## src/rtl/muldiv_ctrl.sv

```systemverilog
// muldiv_ctrl: HI/LO owner running 32-step shift-add multiply and restoring divide
module muldiv_ctrl (
  input  logic        clk,
  input  logic        rst,
  input  logic        start,
  input  logic [1:0]  op,
  input  logic [31:0] src_a,
  input  logic [31:0] src_b,
  input  logic        hi_we,
  input  logic        lo_we,
  input  logic [31:0] wdata,
  output logic [31:0] HI,
  output logic [31:0] LO,
  output logic        busy,
  output logic        stall,
  output logic        done
);
  localparam logic [1:0] IDLE = 2'd0, PREP = 2'd1, ITER = 2'd2, FIX = 2'd3;
  logic [1:0]  state, op_r;
  logic [31:0] a_r, b_r, ua, ub, q, abs_a, abs_b, q_n, fix_hi, fix_lo;
  logic [32:0] r, r_n, mr, rs, trial;
  logic [63:0] prod, prod_s;
  logic [4:0]  cnt;
  logic        neg_q, neg_r, is_div, sgn;
  assign is_div = op_r[1];
  assign sgn    = ~op_r[0];
  assign stall  = start | busy;
  assign abs_a  = (sgn & a_r[31]) ? -a_r : a_r;
  assign abs_b  = (sgn & b_r[31]) ? -b_r : b_r;
  // r/q hold acc/mplr while multiplying and rem/quo while dividing
  always_comb begin
    mr     = q[0] ? r + {1'b0, ua} : r;
    rs     = {r[31:0], q[31]};
    trial  = rs - {1'b0, ub};
    r_n    = is_div ? (trial[32] ? rs : trial) : {1'b0, mr[32:1]};
    q_n    = is_div ? {q[30:0], ~trial[32]} : {mr[0], q[31:1]};
    prod   = {r[31:0], q};
    prod_s = neg_q ? -prod : prod;
    fix_hi = is_div ? (b_r == 32'd0 ? a_r : (neg_r ? -r[31:0] : r[31:0])) : prod_s[63:32];
    fix_lo = is_div ? (b_r == 32'd0 ? 32'hFFFF_FFFF : (neg_q ? -q : q)) : prod_s[31:0];
  end
  always_ff @(posedge clk or negedge rst) begin
    if (!rst) begin
      state <= IDLE;
      op_r  <= 2'd0;
      a_r   <= 32'd0;
      b_r   <= 32'd0;
      ua    <= 32'd0;
      ub    <= 32'd0;
      q     <= 32'd0;
      r     <= 33'd0;
      cnt   <= 5'd0;
      neg_q <= 1'b0;
      neg_r <= 1'b0;
      HI    <= 32'd0;
      LO    <= 32'd0;
      busy  <= 1'b0;
      done  <= 1'b0;
    end else begin
      done <= (state == FIX);
      case (state)
        IDLE: begin
          if (start) begin
            op_r  <= op;
            a_r   <= src_a;
            b_r   <= src_b;
            busy  <= 1'b1;
            state <= PREP;
          end else begin
            if (hi_we) HI <= wdata;
            if (lo_we) LO <= wdata;
          end
        end
        PREP: begin
          ua    <= abs_a;
          ub    <= abs_b;
          neg_q <= sgn & (a_r[31] ^ b_r[31]);
          neg_r <= sgn & a_r[31];
          cnt   <= 5'd0;
          r     <= 33'd0;
          q     <= is_div ? abs_a : abs_b;
          state <= ITER;
        end
        ITER: begin
          r     <= r_n;
          q     <= q_n;
          cnt   <= cnt + 5'd1;
          state <= (cnt == 5'd31) ? FIX : ITER;
        end
        default: begin
          HI    <= fix_hi;
          LO    <= fix_lo;
          busy  <= 1'b0;
          state <= IDLE;
        end
      endcase
    end
  end
endmodule

```

## config.mk

```make
export PLATFORM = sky130hd
export DESIGN_NAME = muldiv_ctrl
export DESIGN_NICKNAME = d
export VERILOG_FILES = /design/src/rtl/muldiv_ctrl.sv
export SDC_FILE = /design/constraint.sdc
export NUM_CORES = 1
export LEC_CHECK = 0
export BUFFER_PORTS_ARGS = -buffer_cell sky130_fd_sc_hd__buf_2
export CAP_MARGIN = 25
export CORE_ASPECT_RATIO = 1.5
export CORE_MARGIN = 2
export CORE_UTILIZATION = 55
export DETAILED_ROUTE_END_ITERATION = 16
export PLACE_DENSITY = 0.77
export SYNTH_ARGS = -nofsm -noshare
export SYNTH_HDL_FRONTEND = slang
export SYNTH_SLANG_ARGS = --single-unit
export TNS_END_PERCENT = 50
```

## constraint.sdc

```tcl
create_clock -name clk -period 4.5 [get_ports clk]
set_input_delay 0.45 -clock clk [delete_from_list [all_inputs] [get_ports clk]]
set_output_delay 0.45 -clock clk [all_outputs]
set_load 0.03 [all_outputs]
```

## Word level (Yosys, flattened, before mapping)

Index checks and enable logic that the tools add are counted.

- Mux-type cells: 28
- Shift operators: 0
- Div/mod/pow operators: 0
- Multiply operators: 0
- Equal/unequal tests: 8
- Add/sub/neg operators: 8
- $lt $le $gt $ge: 0
- Reduce and logical (&&, ||, !) cells: 8
- Bitwise operators: 8

Operator list:

| kind | number |
|---|---|
| 32-bit two-way mux | 14 |
| 32-bit case mux with 2 select lines | 3 |
| 32-bit negation | 4 |
| 33-bit two-way mux | 3 |
| 33-bit case mux with 2 select lines | 1 |
| 64-bit two-way mux | 1 |
| 64-bit negation | 1 |
| 33-bit by 32-bit adder with 33-bit output | 1 |
| 33-bit by 32-bit subtractor with 33-bit output | 1 |
| 32-bit zero test | 1 |
| 5-bit case mux with 2 select lines | 1 |
| 2-bit inequality test (second input constant) | 4 |
| 2-bit case mux with 3 select lines | 1 |
| 3-bit AND reduction | 2 |
| 5-bit by 1-bit adder with 5-bit output (second input constant) | 1 |
| 5-bit equality test (second input constant) | 1 |
| 2-bit equality test (second input constant) | 2 |
| 2-bit AND reduction | 2 |
| 1-bit bitwise AND | 3 |
| 1-bit NOT | 3 |
| 2-bit by 1-bit equality test with 1-bit output (second input constant) | 1 |
| 2-bit zero test | 1 |
| 1-bit two-way mux | 2 |
| 2-bit two-way mux | 1 |
| other kinds (5) | 5 |

- Bits in latches: 0
- Memories kept: 0
- ROM bits: 0
- Output and inout port bits: 67
- Bits in registers: 270
- Bits in writable memories: 0

## Longest topological paths before layout

- Depth in word-level cells: 5
- Gate-level depth with buffers: 21
- Gate-level depth less buffers: 20

## Worst setup path after synthesis

OpenSTA, ideal clock, no wires.

- Path kind: register to register
- Start: register r[9]
- End: register r[4]
- Library setup time: 141 ps
- Data required time: 4359 ps
- Path slack: 231 ps
- Data arrival time: 4128 ps
- Path buffers: 3
- Cell stages (with the launch flop): 19
- Cell sequence: dfrtp_1 -> ha_1 -> and2_1 -> and3_1 -> and3_1 -> a221oi_1 -> a211oi_1 -> nor2_1 -> o211ai_1 -> a211oi_1 -> o21bai_1 -> ha_1 -> clkbuf_1 -> clkbuf_1 -> clkbuf_1 -> mux2i_1 -> nor2_1 -> a21oi_1 -> o22ai_1

- Word-level cells in the longest chain between the ends: 4

RTL lines:

| item | line | text |
|---|---|---|
| start: declaration | 21 | `logic [32:0] r, r_n, mr, rs, trial;` |
| start signal: assignment | 85 | `r <= r_n;` |
| 33-bit by 32-bit subtractor with 33-bit output | 34 | `trial = rs - {1'b0, ub};` |
| 33-bit two-way mux (2 in a row) | 35 | `r_n = is_div ? (trial[32] ? rs : trial) : {1'b0, mr[32:1]};` |
| 33-bit case mux with 2 select lines | 61 | `case (state)` |

No other way between the ends.
A chain may end at the register's enable or synchronous reset.

## Final worst setup path

- Start: register r[1]
- End: register r[27]

- Word-level cells in the longest chain between the ends: 4

RTL lines:

| item | line |
|---|---|
| 33-bit by 32-bit adder with 33-bit output / 33-bit by 32-bit subtractor with 33-bit output (equally long branches) | 32, 34 |
| 33-bit two-way mux (on tied branches) | 32, 35 |
| 33-bit two-way mux (*) | 35 |
| 33-bit case mux with 2 select lines (*) | 61 |

Mark *: on every way between the ends. The rest lies on a longest branch, timed or not.

==> results.sh <==
export IMPL_yosysWarnings=0
export IMPL_period_share=0.929
export IMPL_area_growth_pct=12.0
export IMPL_ys_flop_type="dfrtp_1"
export IMPL_core_um2=35100
export IMPL_synth_area_leaders="dfrtp_1 (34%), xnor2_1 (5.9%), o21ai_0 (5.2%)"
export IMPL_cp_max_fo=14
export IMPL_slew_headroom=0.258
export IMPL_status="finished, final reports clean"
export IMPL_ys_async_sr_fraction=1.00
export IMPL_portBuffers=169
export IMPL_dp_hpwl_um=48800
export IMPL_fp_dieArea_um2=37200
export IMPL_max_cap_violations=0
export IMPL_cts_sinks=270
export IMPL_ys_types=81
export IMPL_dpl_cell_count=2839
export IMPL_crit_path_start="r[1]"
export IMPL_r2r_start="r[1]"
export IMPL_cts_setup_buffers=0
export IMPL_tightest_slew_ns=1.11
export IMPL_drv_slew=0
export IMPL_grt_pass1_vias=18300
export IMPL_r2r_cells=16
export IMPL_dr_pass1_iters=6
export IMPL_track_usage=0.350
export IMPL_final_cell_mix="dfrtp_1 (268), nor2_1 (206), o21ai_0 (204)"
export IMPL_skew_ns=0.00942
export IMPL_netlist_instances=2285
export IMPL_diodes=0
export IMPL_die_h_um=235
export IMPL_reg2reg_to="r[27]"
export IMPL_gp_congestion=0.999
export IMPL_antenna_found_initial=1
export IMPL_drc=0
export IMPL_grt_pass1_wl_um=102000
export IMPL_cts_tree="done"
export IMPL_seq_area_frac_synth=0.345
export IMPL_htree_levels=1
export IMPL_crit_arrival_ns=4.60
export IMPL_cp_required_ns=4.92
export IMPL_clk_latency_ns=0.58
export IMPL_synth_seq_cells=270
export IMPL_clk_path_buf_depth=3
export IMPL_setup_violations_final=0
export IMPL_syn_nets=2466
export IMPL_yosysTopAreaCell="dfrtp_1"
export IMPL_cp_start_kind="register"
export IMPL_setup_tns_ns=0
export IMPL_nNetsFinal=2578
export IMPL_grt_max_degree=114
export IMPL_ant_nets=0
export IMPL_start_util=0.558
export IMPL_drt_initial_drc_count=1959
export IMPL_pin_count=170
export IMPL_synth_edf_count=0
export IMPL_num_rows=84
export IMPL_drt_total_wl_um=65400
export IMPL_fmax_mhz=239
export IMPL_drive_gt1_frac=0.175
export IMPL_cts_made_buffers=27
export IMPL_crit_path_end="r[27]"
export IMPL_vias_per_cell=6.40
export IMPL_clkTransAtPathRegs_ns=0.07
export IMPL_cp_end_kind="register"
export IMPL_yosysTopAreaCellShare=0.345
export IMPL_r2r_slack_ns=0.32
export IMPL_grt_setup_unrepaired="false"
export IMPL_die_x_um=158
export IMPL_worstSetupPathType="reg -> reg"
export IMPL_hp_start="src_b[15]"
export IMPL_mostFrequentLayoutCell="dfrtp_1"
export IMPL_hold_violations=0
export IMPL_syn_area_per_cell_um2=8.58
export IMPL_min_period_ns=4.18
export IMPL_fin_cells=2891
export IMPL_hp_class="in -> reg"
export IMPL_wl_per_cell_um=22.6
export IMPL_grt_remaining_overflow=0
export IMPL_synth_area_um2=19600
export IMPL_dr_total_vias=18500
export IMPL_cts_root_buf="clkbuf_16"
## layer usage
metal,track usage,wire [um],vias up
li1,-,-,8437
met1,0.442,25400,8858
met2,0.567,30500,980
met3,0.0482,5260,235
met4,0.209,4220,0
met5,0,0,-
## kinds of logic after synthesis
group	count (synthesis)	share of synthesized area
xor gates and xnor gates	193	0.0862
AOI/OAI and AO/OA	712	0.224
muxes	135	0.0887
adders and majority gates	78	0.0506
and+or+nand+nor	640	0.154
buffers and inverters	257	0.0518
DFF	270	0.345
## final cells by class
class                   count  area, um^2
repair buffers            227        1330
well taps                 473         592
multi-input cells        1758       11900
fillers                  3122       13200
flip-flops and latches    270        6760
inverters                 113         424
clock inverters            16         176
clock buffers              34         752
## critical path, cell delays in order (launching register included)
cell and delay [ns]:
dfrtp_1 0.44, ha_1 0.35, nor2b_1 0.17, o2111ai_2 0.29
a31oi_4 0.16, a221oi_2 0.41, a211oi_2 0.15, nor2_1 0.16
o211ai_1 0.11, a211oi_1 0.24, o21bai_1 0.12, ha_2 0.43
buf_12 0.16, or3b_2 0.43, a21boi_0 0.18, or4_1 0.13
o221ai_1 0.10
## worst min-delay path by stage
stage	endpoint	slack, ns	cells after the start
after detailed placement	HI[1]	0.46	2
after global routing	b_r[16]	0.1	2
after CTS	a_r[27]	0.08	2
after floorplan	HI[0]	0.15	0
after global placement	LO[0]	0.46	2
final	b_r[15]	0.10	2
## through the flow
stage,instance area (um^2),utilization,setup slack [ns],hold WS [ns]
floorplan,19600,-,0.231,0.154
CTS,21900,0.624,0.0878,0.0830
finish,21900,0.625,0.317,0.104
global placement,21000,0.597,0.196,0.456
global route,21900,0.625,0.0200,0.0990
detailed placement,21000,0.597,0.0957,0.462
## synth_stat cells, types with 7 or more instances
cell,count
nand2_1,191
dfrtp_1,270
o31ai_1,34
or4_1,11
mux2i_1,33
nand3_1,36
nor2_1,206
buf_1,11
o21a_1,15
and3_1,23
or2_2,8
o22ai_1,45
xnor2_1,131
and4_1,7
o211ai_1,18
inv_1,109
and2_1,8
clkbuf_1,122
nor4_1,17
nor3_1,37
xor2_1,62
nand4_1,14
a221oi_1,11
mux4_2,23
a21oi_1,203
or3_1,24
ha_1,76
mux2_2,79
o21ai_0,204
nor2b_1,16
a211oi_1,34
o32ai_1,8
o221ai_1,8
a31oi_1,12
a21o_1,44
a211o_1,7
nand2b_1,19
## state kept, by name (all words and copies together), names as in the netlist, 32 cells and up
register	count
HI	32
ua	32
a_r	32
ub	32
LO	32
q	32
b_r	32
r	33
## timing repair
item	4_1_cts	5_1_grt
hold buffers	1	0
resized for setup	0	7
endpoints found under the setup margin	0	14
endpoints found under the hold margin	82	0
Power is left out: the tool's default activity adds up to more than one toggle a clock period on the data nets, which glitch-free logic cannot reach.
